`src/rtl/cbuf_pkg.sv`:
```
// Shared sizing helpers and parameter legality checks for the circular-buffer controller.
package cbuf_pkg;

  function automatic int unsigned clog2(input int unsigned v);
    int unsigned r;
    r = 0;
    for (int unsigned p = 1; p < v; p = p << 1) r++;
    return r;
  endfunction

  function automatic bit params_ok(input int unsigned depth,
                                   input int unsigned par_write,
                                   input int unsigned par_read);
    return (depth >= 2) && (depth <= 1024) &&
           (par_write >= 1) && (par_write <= depth) &&
           (par_read >= 1) && (par_read <= depth);
  endfunction

endpackage

```
`src/rtl/cbuf_ptr.sv`:
```
// Modular pointer register: advances by STEP modulo DEPTH on enable, synchronous clear.
module cbuf_ptr
  import cbuf_pkg::*;
#(
  parameter int unsigned DEPTH = 8,
  parameter int unsigned STEP  = 1,
  localparam int unsigned W    = clog2(DEPTH)
) (
  input  logic         clk,
  input  logic         rst,
  input  logic         clr,
  input  logic         en,
  output logic [W-1:0] ptr
);

  localparam logic [W:0] STEP_C  = (W+1)'(STEP);
  localparam logic [W:0] DEPTH_C = (W+1)'(DEPTH);

  logic [W:0] ptr_q;
  logic [W:0] sum;
  logic [W:0] wrapped;

  // ptr_q < DEPTH and STEP <= DEPTH, so one conditional subtract suffices
  always_comb begin
    sum     = ptr_q + STEP_C;
    wrapped = (sum >= DEPTH_C) ? (sum - DEPTH_C) : sum;
  end

  always_ff @(posedge clk or posedge rst) begin
    if (rst)      ptr_q <= '0;
    else if (clr) ptr_q <= '0;
    else if (en)  ptr_q <= wrapped;
  end

  assign ptr = ptr_q[W-1:0];

endmodule

```
`src/rtl/cbuf_ctrl.sv`:
```
// Circular-buffer controller: occupancy, pointers and error flags for an external memory.
module cbuf_ctrl
  import cbuf_pkg::*;
#(
  parameter int unsigned DEPTH     = 8,
  parameter int unsigned PAR_WRITE = 1,
  parameter int unsigned PAR_READ  = 1,
  localparam int unsigned ADDR_W   = clog2(DEPTH),
  localparam int unsigned CNT_W    = clog2(DEPTH + 1)
) (
  input  logic              clk,
  input  logic              rst,
  input  logic              flush,
  input  logic              write_en,
  input  logic              read_en,
  output logic              ready,
  output logic              valid,
  output logic              wen,
  output logic [ADDR_W-1:0] waddr,
  output logic [ADDR_W-1:0] raddr,
  output logic [CNT_W-1:0]  count,
  output logic              full,
  output logic              empty,
  output logic              ovf_err,
  output logic              udf_err
);

  if (!params_ok(DEPTH, PAR_WRITE, PAR_READ)) begin : g_param_err
    $error("cbuf_ctrl: DEPTH/PAR_WRITE/PAR_READ out of legal range");
  end

  localparam logic [CNT_W:0] DEPTH_C = (CNT_W+1)'(DEPTH);
  localparam logic [CNT_W:0] PW_C    = (CNT_W+1)'(PAR_WRITE);
  localparam logic [CNT_W:0] PR_C    = (CNT_W+1)'(PAR_READ);

  logic             wr_fire;
  logic             rd_fire;
  logic [CNT_W:0]   cnt_q;
  logic [CNT_W:0]   cnt_nxt;

  // ready/valid look only at the registered count, so both sides may fire together
  assign ready = (DEPTH_C - cnt_q) >= PW_C;
  assign valid = cnt_q >= PR_C;
  assign full  = (cnt_q == DEPTH_C);
  assign empty = (cnt_q == '0);
  assign count = cnt_q[CNT_W-1:0];

  // rst also masks the fires so a write strobe never leaks out during reset
  assign wr_fire = write_en & ready & ~flush & ~rst;
  assign rd_fire = read_en  & valid & ~flush & ~rst;
  assign wen     = wr_fire;

  always_comb begin
    cnt_nxt = cnt_q;
    if (wr_fire) cnt_nxt = cnt_nxt + PW_C;
    if (rd_fire) cnt_nxt = cnt_nxt - PR_C;
  end

  always_ff @(posedge clk or posedge rst) begin
    if (rst) begin
      cnt_q   <= '0;
      ovf_err <= 1'b0;
      udf_err <= 1'b0;
    end else if (flush) begin
      cnt_q   <= '0;
      ovf_err <= 1'b0;
      udf_err <= 1'b0;
    end else begin
      cnt_q <= cnt_nxt;
      if (write_en && !ready) ovf_err <= 1'b1;
      if (read_en  && !valid) udf_err <= 1'b1;
    end
  end

  cbuf_ptr #(.DEPTH(DEPTH), .STEP(PAR_WRITE)) u_wptr (
    .clk (clk),
    .rst (rst),
    .clr (flush),
    .en  (wr_fire),
    .ptr (waddr)
  );

  cbuf_ptr #(.DEPTH(DEPTH), .STEP(PAR_READ)) u_rptr (
    .clk (clk),
    .rst (rst),
    .clr (flush),
    .en  (rd_fire),
    .ptr (raddr)
  );

endmodule

```
`config.mk`:
```
export PLATFORM = sky130hd
export DESIGN_NAME = cbuf_ctrl
export DESIGN_NICKNAME = d
export VERILOG_FILES = /design/src/rtl/cbuf_pkg.sv /design/src/rtl/cbuf_ptr.sv /design/src/rtl/cbuf_ctrl.sv
export SDC_FILE = /design/constraint.sdc
export NUM_CORES = 1
export LEC_CHECK = 0
export CORE_ASPECT_RATIO = 1.2
export CORE_MARGIN = 2
export CORE_UTILIZATION = 52
export DETAILED_ROUTE_END_ITERATION = 16
export PLACE_DENSITY = 0.94
export SETUP_SLACK_MARGIN = 0.02
export SYNTH_ARGS = -nofsm -noshare
export SYNTH_HDL_FRONTEND = slang
export SYNTH_SLANG_ARGS = --single-unit
```
`constraint.sdc`:
```
create_clock -name clk -period 6.2 [get_ports clk]
set_input_delay 0.62 -clock clk [delete_from_list [all_inputs] [get_ports clk]]
set_output_delay 0.62 -clock clk [all_outputs]
set_load 0.05 [all_outputs]
```
## After elaboration in Yosys (flattened, before gate mapping)

Cells that the tools add are included.

- Register bits after elaboration: 15
- Input bits: 5
- Output and inout port bits: 17

- $add $sub $neg: 7
- Magnitude comparators: 4
- Equal/unequal tests: 1
- Muxes and demuxes: 13
- Bitwise logic cells: 8
- Reduce and logical (&&, ||, !) cells: 9

Operator list:

| operator | count |
|---|---|
| 4-bit two-way mux | 6 |
| 5-bit two-way mux | 3 |
| 5-bit by 1-bit >= comparator with 1-bit output (second input constant) | 2 |
| 4-bit by 1-bit adder with 4-bit output (second input constant) | 2 |
| 4-bit >= comparator (second input constant) | 2 |
| 2-bit nonzero test | 4 |
| 4-bit subtractor (second input constant) | 2 |
| 1-bit bitwise AND | 6 |
| 5-bit by 1-bit adder with 5-bit output (second input constant) | 1 |
| 5-bit by 4-bit == test with 1-bit output (second input constant) | 1 |
| 5-bit zero test | 1 |
| 4-bit by 5-bit subtractor with 5-bit output (first input constant) | 1 |
| 5-bit by 1-bit subtractor with 5-bit output (second input constant) | 1 |
| 1-bit two-way mux | 4 |
| 1-bit logical AND | 2 |
| 1-bit zero test | 2 |
| 1-bit NOT | 2 |

## Depth between registers and ports, before layout

- Word-level depth: 9
- Mapped depth: 10
- Depth with buffers taken out: 10

## Cells and area by module

From an unflattened synthesis, not the netlist that was laid out.

- Cells, all modules: 99
- Area, all modules: 1034.7 sq um

Modules (own cells, without submodules):

| module | instances | cells an instance | area each (sq um) | seq. area each (sq um) |
|---|---|---|---|---|
| cbuf_ctrl | 1 | 75 | 747.0 | 175.2 |
| cbuf_ptr | 2 | 12 | 143.9 | 75.1 |

## Least setup slack after synthesis

OpenSTA, ideal clock, no wires.

- Path kind: register to register
- Start point: register cnt_q[0]
- End point: register cnt_q[4]
- Setup time: 0.135 ns
- Data arrival time: 2.541 ns
- Data required time: 6.065 ns
- Path slack: 3.523 ns
- Stages on the path, launching flop included: 10
- Cell sequence: dfrtp_1 inv_1 ha_1 nor4_2 a31oi_4 xnor2_1 ha_1 and3_1 nand3_1 nor3b_1

- Word-level cells in the longest chain between the ends: 9

Ends and longest elaborated chain:

| element | line | RTL |
|---|---|---|
| from (decl) | cbuf_ctrl.sv:38 | `logic [CNT_W:0] cnt_q;` |
| from (signal assigned) | cbuf_ctrl.sv:69 | `cnt_q <= cnt_nxt;` |
| 4-bit by 5-bit subtractor with 5-bit output (*) | cbuf_ctrl.sv:42 | `assign ready = (DEPTH_C - cnt_q) >= PW_C;` |
| 5-bit by 1-bit >= comparator with 1-bit output (*) | cbuf_ctrl.sv:42 |  |
| 1-bit bitwise AND (*) (3 in series) | cbuf_ctrl.sv:49 | `assign wr_fire = write_en & ready & ~flush & ~rst;` |
| named net wen | cbuf_ctrl.sv:18 | `output logic wen,` |
| 5-bit two-way mux (*) | cbuf_ctrl.sv:55 | `if (wr_fire) cnt_nxt = cnt_nxt + PW_C;` |
| 5-bit by 1-bit subtractor with 5-bit output | cbuf_ctrl.sv:56 | `if (rd_fire) cnt_nxt = cnt_nxt - PR_C;` |
| 5-bit two-way mux (*) | cbuf_ctrl.sv:56 |  |
| 5-bit two-way mux (*) | cbuf_ctrl.sv:64 | `end else if (flush) begin` |

Mark *: on every way through the listed nets, which the timed path passes. The rest lies on a longest branch.
A chain may end at the register's enable or synchronous reset.

## Worst setup path in the final report

- Start point: register cnt_q[0]
- End point: output port wen

- Word-level cells in the longest chain between the ends: 5

Ends and longest elaborated chain:

| element | line |
|---|---|
| 4-bit by 5-bit subtractor with 5-bit output | cbuf_ctrl.sv:42 |
| 5-bit by 1-bit >= comparator with 1-bit output | cbuf_ctrl.sv:42 |
| 1-bit bitwise AND (3 in series) | cbuf_ctrl.sv:49 |
| to (decl) | cbuf_ctrl.sv:18 |

No other way between the ends.

==> flow_summary_export.csv <==
group,metric,value,unit
timing,tightest_slew,525,ps
timing,setup_violations,0,
drt,wl_per_cell,14.6,um
timing,finalHoldViolCount,0,
global_routing,grt_overflow,0,
clocking,cts-root-buf,"clkbuf_4",
cells_and_area,nFillCells,123,
global_routing,antenna_found_initial,0,
floorplanning,rows,16,
global_routing,grt_pass1_vias,695,
timing,period_share,0.565,
logic_synthesis,synth_xor_area_frac,0.0862,
power,ir_drop,0.000205,V
logic_synthesis,synthMuxAreaShare,0.0725,
timing,max_freq,0.285,GHz
outcome,status,"finished clean",
clocking,cts_resized,0,
cells_and_area,area_delta_synth_final,24.1,%
clocking,path_clk_slew,70,ps
floorplanning,start_util,0.557,
drt,ant_nets,0,
drt,viasPerCell,5.67,
power,power.leakage,0.477,nW
floorplanning,dieWidth,42.3,um
clocking,ctsHoldBuffers,0,
logic_synthesis,postSynthCellCount,92,
logic_synthesis,synth-edff-count,0,
floorplanning,fp.dieArea,2110,sq um
setup_path,crit_required,5580,ps
timing,fin_skew,2.26,ps
cells_and_area,diodes,0,
logic_synthesis,synth-seq-cells,13,
placed_design,dpl.hpwl,1360,um
logic_synthesis,synth_common_cells,"dfrtp_1 (13), nor2_1 (10), ha_1 (7), nand2_1 (7), xnor2_1 (6)",
cells_and_area,seq_area,325,sq um
drt,dr.pass1.iters,5,
power,cellPowerDensity,345,nW/um^2
logic_synthesis,ys_types,35,
logic_synthesis,async_flop_share,1.00,
logic_synthesis,syn-cell-area,915,sq um
clocking,h-tree-depth,1,
setup_path,start_kind,"flop",
logic_synthesis,synth_area_leaders,"dfrtp_1 (36%), ha_1 (9.6%), xnor2_1 (5.7%)",
hold_path,hp-class,"reg2reg",
logic_synthesis,synth-compound-area-share,0.0903,
floorplanning,die_height,49.9,um
setup_path,r2r_slack,3350,ps
placed_design,port_buffers,21,
placed_design,routabilityCongestion,0.803,
floorplanning,core,1640,sq um
timing,period_minus_slack,3500,ps
logic_synthesis,avgSynthCellArea,9.94,sq um
clocking,cts_buffer_depth,2,
drt,vias,732,
setup_path,arrival,2880,ps
logic_synthesis,synth_fa_ha_area_frac,0.0958,
setup_path,cp-end-kind,"output pin",
logic_synthesis,synth.most_common_cell,"dfrtp_1",
logic_synthesis,syn_nets,104,
timing,maxSlewViolCount,0,
drt,drc,0,
logic_synthesis,synth_top_area_share,0.356,
run,cap_violations,0,
clocking,cts_buffers,3,
floorplanning,pin_count,22,
cells_and_area,layout.nets,124,
global_routing,grt_max_degree,16,
logic_synthesis,synth-main-ff-cell,"dfrtp_1",
clocking,cts_tree,"done",
timing,rsz0062_at_grt,"false",
global_routing,grt_pass1_wl,3190,um
logic_synthesis,synth_largest_area_cell,"dfrtp_1",
clocking,cts_setup_buffers,0,
global_routing,grt_usage,0.201,
clocking,insertion_delay,270,ps
timing,fin_setup_tns,0,ps
setup_path,crit_fanout,11,
drt,wirelength,1880,um
logic_synthesis,synth_top_family_by_area,"simple AND/OR/NAND/NOR gates",
cells_and_area,drive_gt1_frac,0.126,
clocking,clock-sinks,13,
logic_synthesis,yosys.area_share.simple,0.237,
drt,drtIter0Drc,23,
setup_path,path_class,"reg2out",
logic_synthesis,ys.warnings.count,0,
timing,maxSlewHeadroom,0.647,
cells_and_area,multi_input_area,532,sq um
timing,holdWs,504,ps
logic_synthesis,yosysSeqAreaShare,0.356,
-- critical path, cell delays in order (launching register included) --
cell             delay [ps]
dfrtp_1                 590
inv_1                    80
ha_1                    240
o21ai_0                 310
mux2i_4                 160
a31oi_4                 350
clkdlybuf4s50_1         880
-- cells in the final DEF (no fill, tap or decap), types with 3 or more instances in the layout --
| master | n |
|---|---|
| ha_1 | 7 |
| nor2_1 | 10 |
| dfrtp_1 | 13 |
| inv_1 | 4 |
| nand2_1 | 7 |
| xor2_1 | 3 |
| clkbuf_4 | 3 |
| o21ai_1 | 3 |
| nor3b_1 | 3 |
| xnor2_1 | 6 |
| clkdlybuf4s50_1 | 21 |
-- per-layer routing --
metal | up-vias | share of wire | track usage | wire [um]
li1 | 356 | - | - | -
met2 | 19 | 0.54 | 0.354 | 1010
met3 | 4 | 0.035 | 0.0330 | 65
met4 | 0 | 0.014 | 0.0625 | 26
met1 | 353 | 0.42 | 0.248 | 783
met5 | - | 0 | 0 | 0
-- path summary, 6_finish.rpt --
| kind | start | to | cells after the start |
|---|---|---|---|
| worst max-delay path | cnt_q[0]$_DFF_PP0_ | wen | 6 |
| worst min register to register | udf_err$_DFFE_PP0P_ | udf_err$_DFFE_PP0P_ | 2 |
| worst min-delay path | udf_err$_DFFE_PP0P_ | udf_err$_DFFE_PP0P_ | 2 |
| worst max register to register | cnt_q[0]$_DFF_PP0_ | cnt_q[4]$_DFF_PP0_ | 9 |
| min in group asynchronous | rst | ovf_err$_DFFE_PP0P_ | 2 |
| max in group asynchronous | rst | cnt_q[3]$_DFF_PP0_ | 2 |
-- registers in the layout (all words and copies together), names as in the netlist --
signal,count
cnt_q,5
udf_err,1
ovf_err,1
u_rptr.ptr_q,3
u_wptr.ptr_q,3
-- power breakdown --
part / switching, mW / total, mW / internal (mW)
Combinational: 0.145 / 0.230 / 0.0848
Clock: 0.0256 / 0.0505 / 0.0249
Sequential: 0.0158 / 0.111 / 0.0948
-- final cells by class --
class,instances,share of cell area
inverter,5,0.0165
multi-input combinational,68,0.469
clock buffer,4,0.0232
tap,18,0.0198
timing repair buffer,21,0.185
sequential,13,0.287
-- through the flow --
stage	power [mW]	setup slack (ps)	instance area (sq um)	cells	utilization
6_report	0.391	2700	1130	129	0.691
5_1_grt	0.413	2480	1130	129	0.691
4_1_cts	0.394	2700	1130	129	0.691
3_5_place_dp	0.341	2770	1110	125	0.675
3_3_place_gp	0.336	2830	1110	125	0.675
2_1_floorplan	0.282	3520	915	92	-
-- cells by family after synthesis --
kind of cell / count (synthesis)
adder cells (fa/ha/maj): 7
XOR/XNOR: 9
buffers and inverters: 11
flip-flops: 13
AND/OR/NAND/NOR: 36
multiplexers: 5
AO/OA/AOI/OAI: 11
No activity file was read; power rests on OpenSTA's default activity.
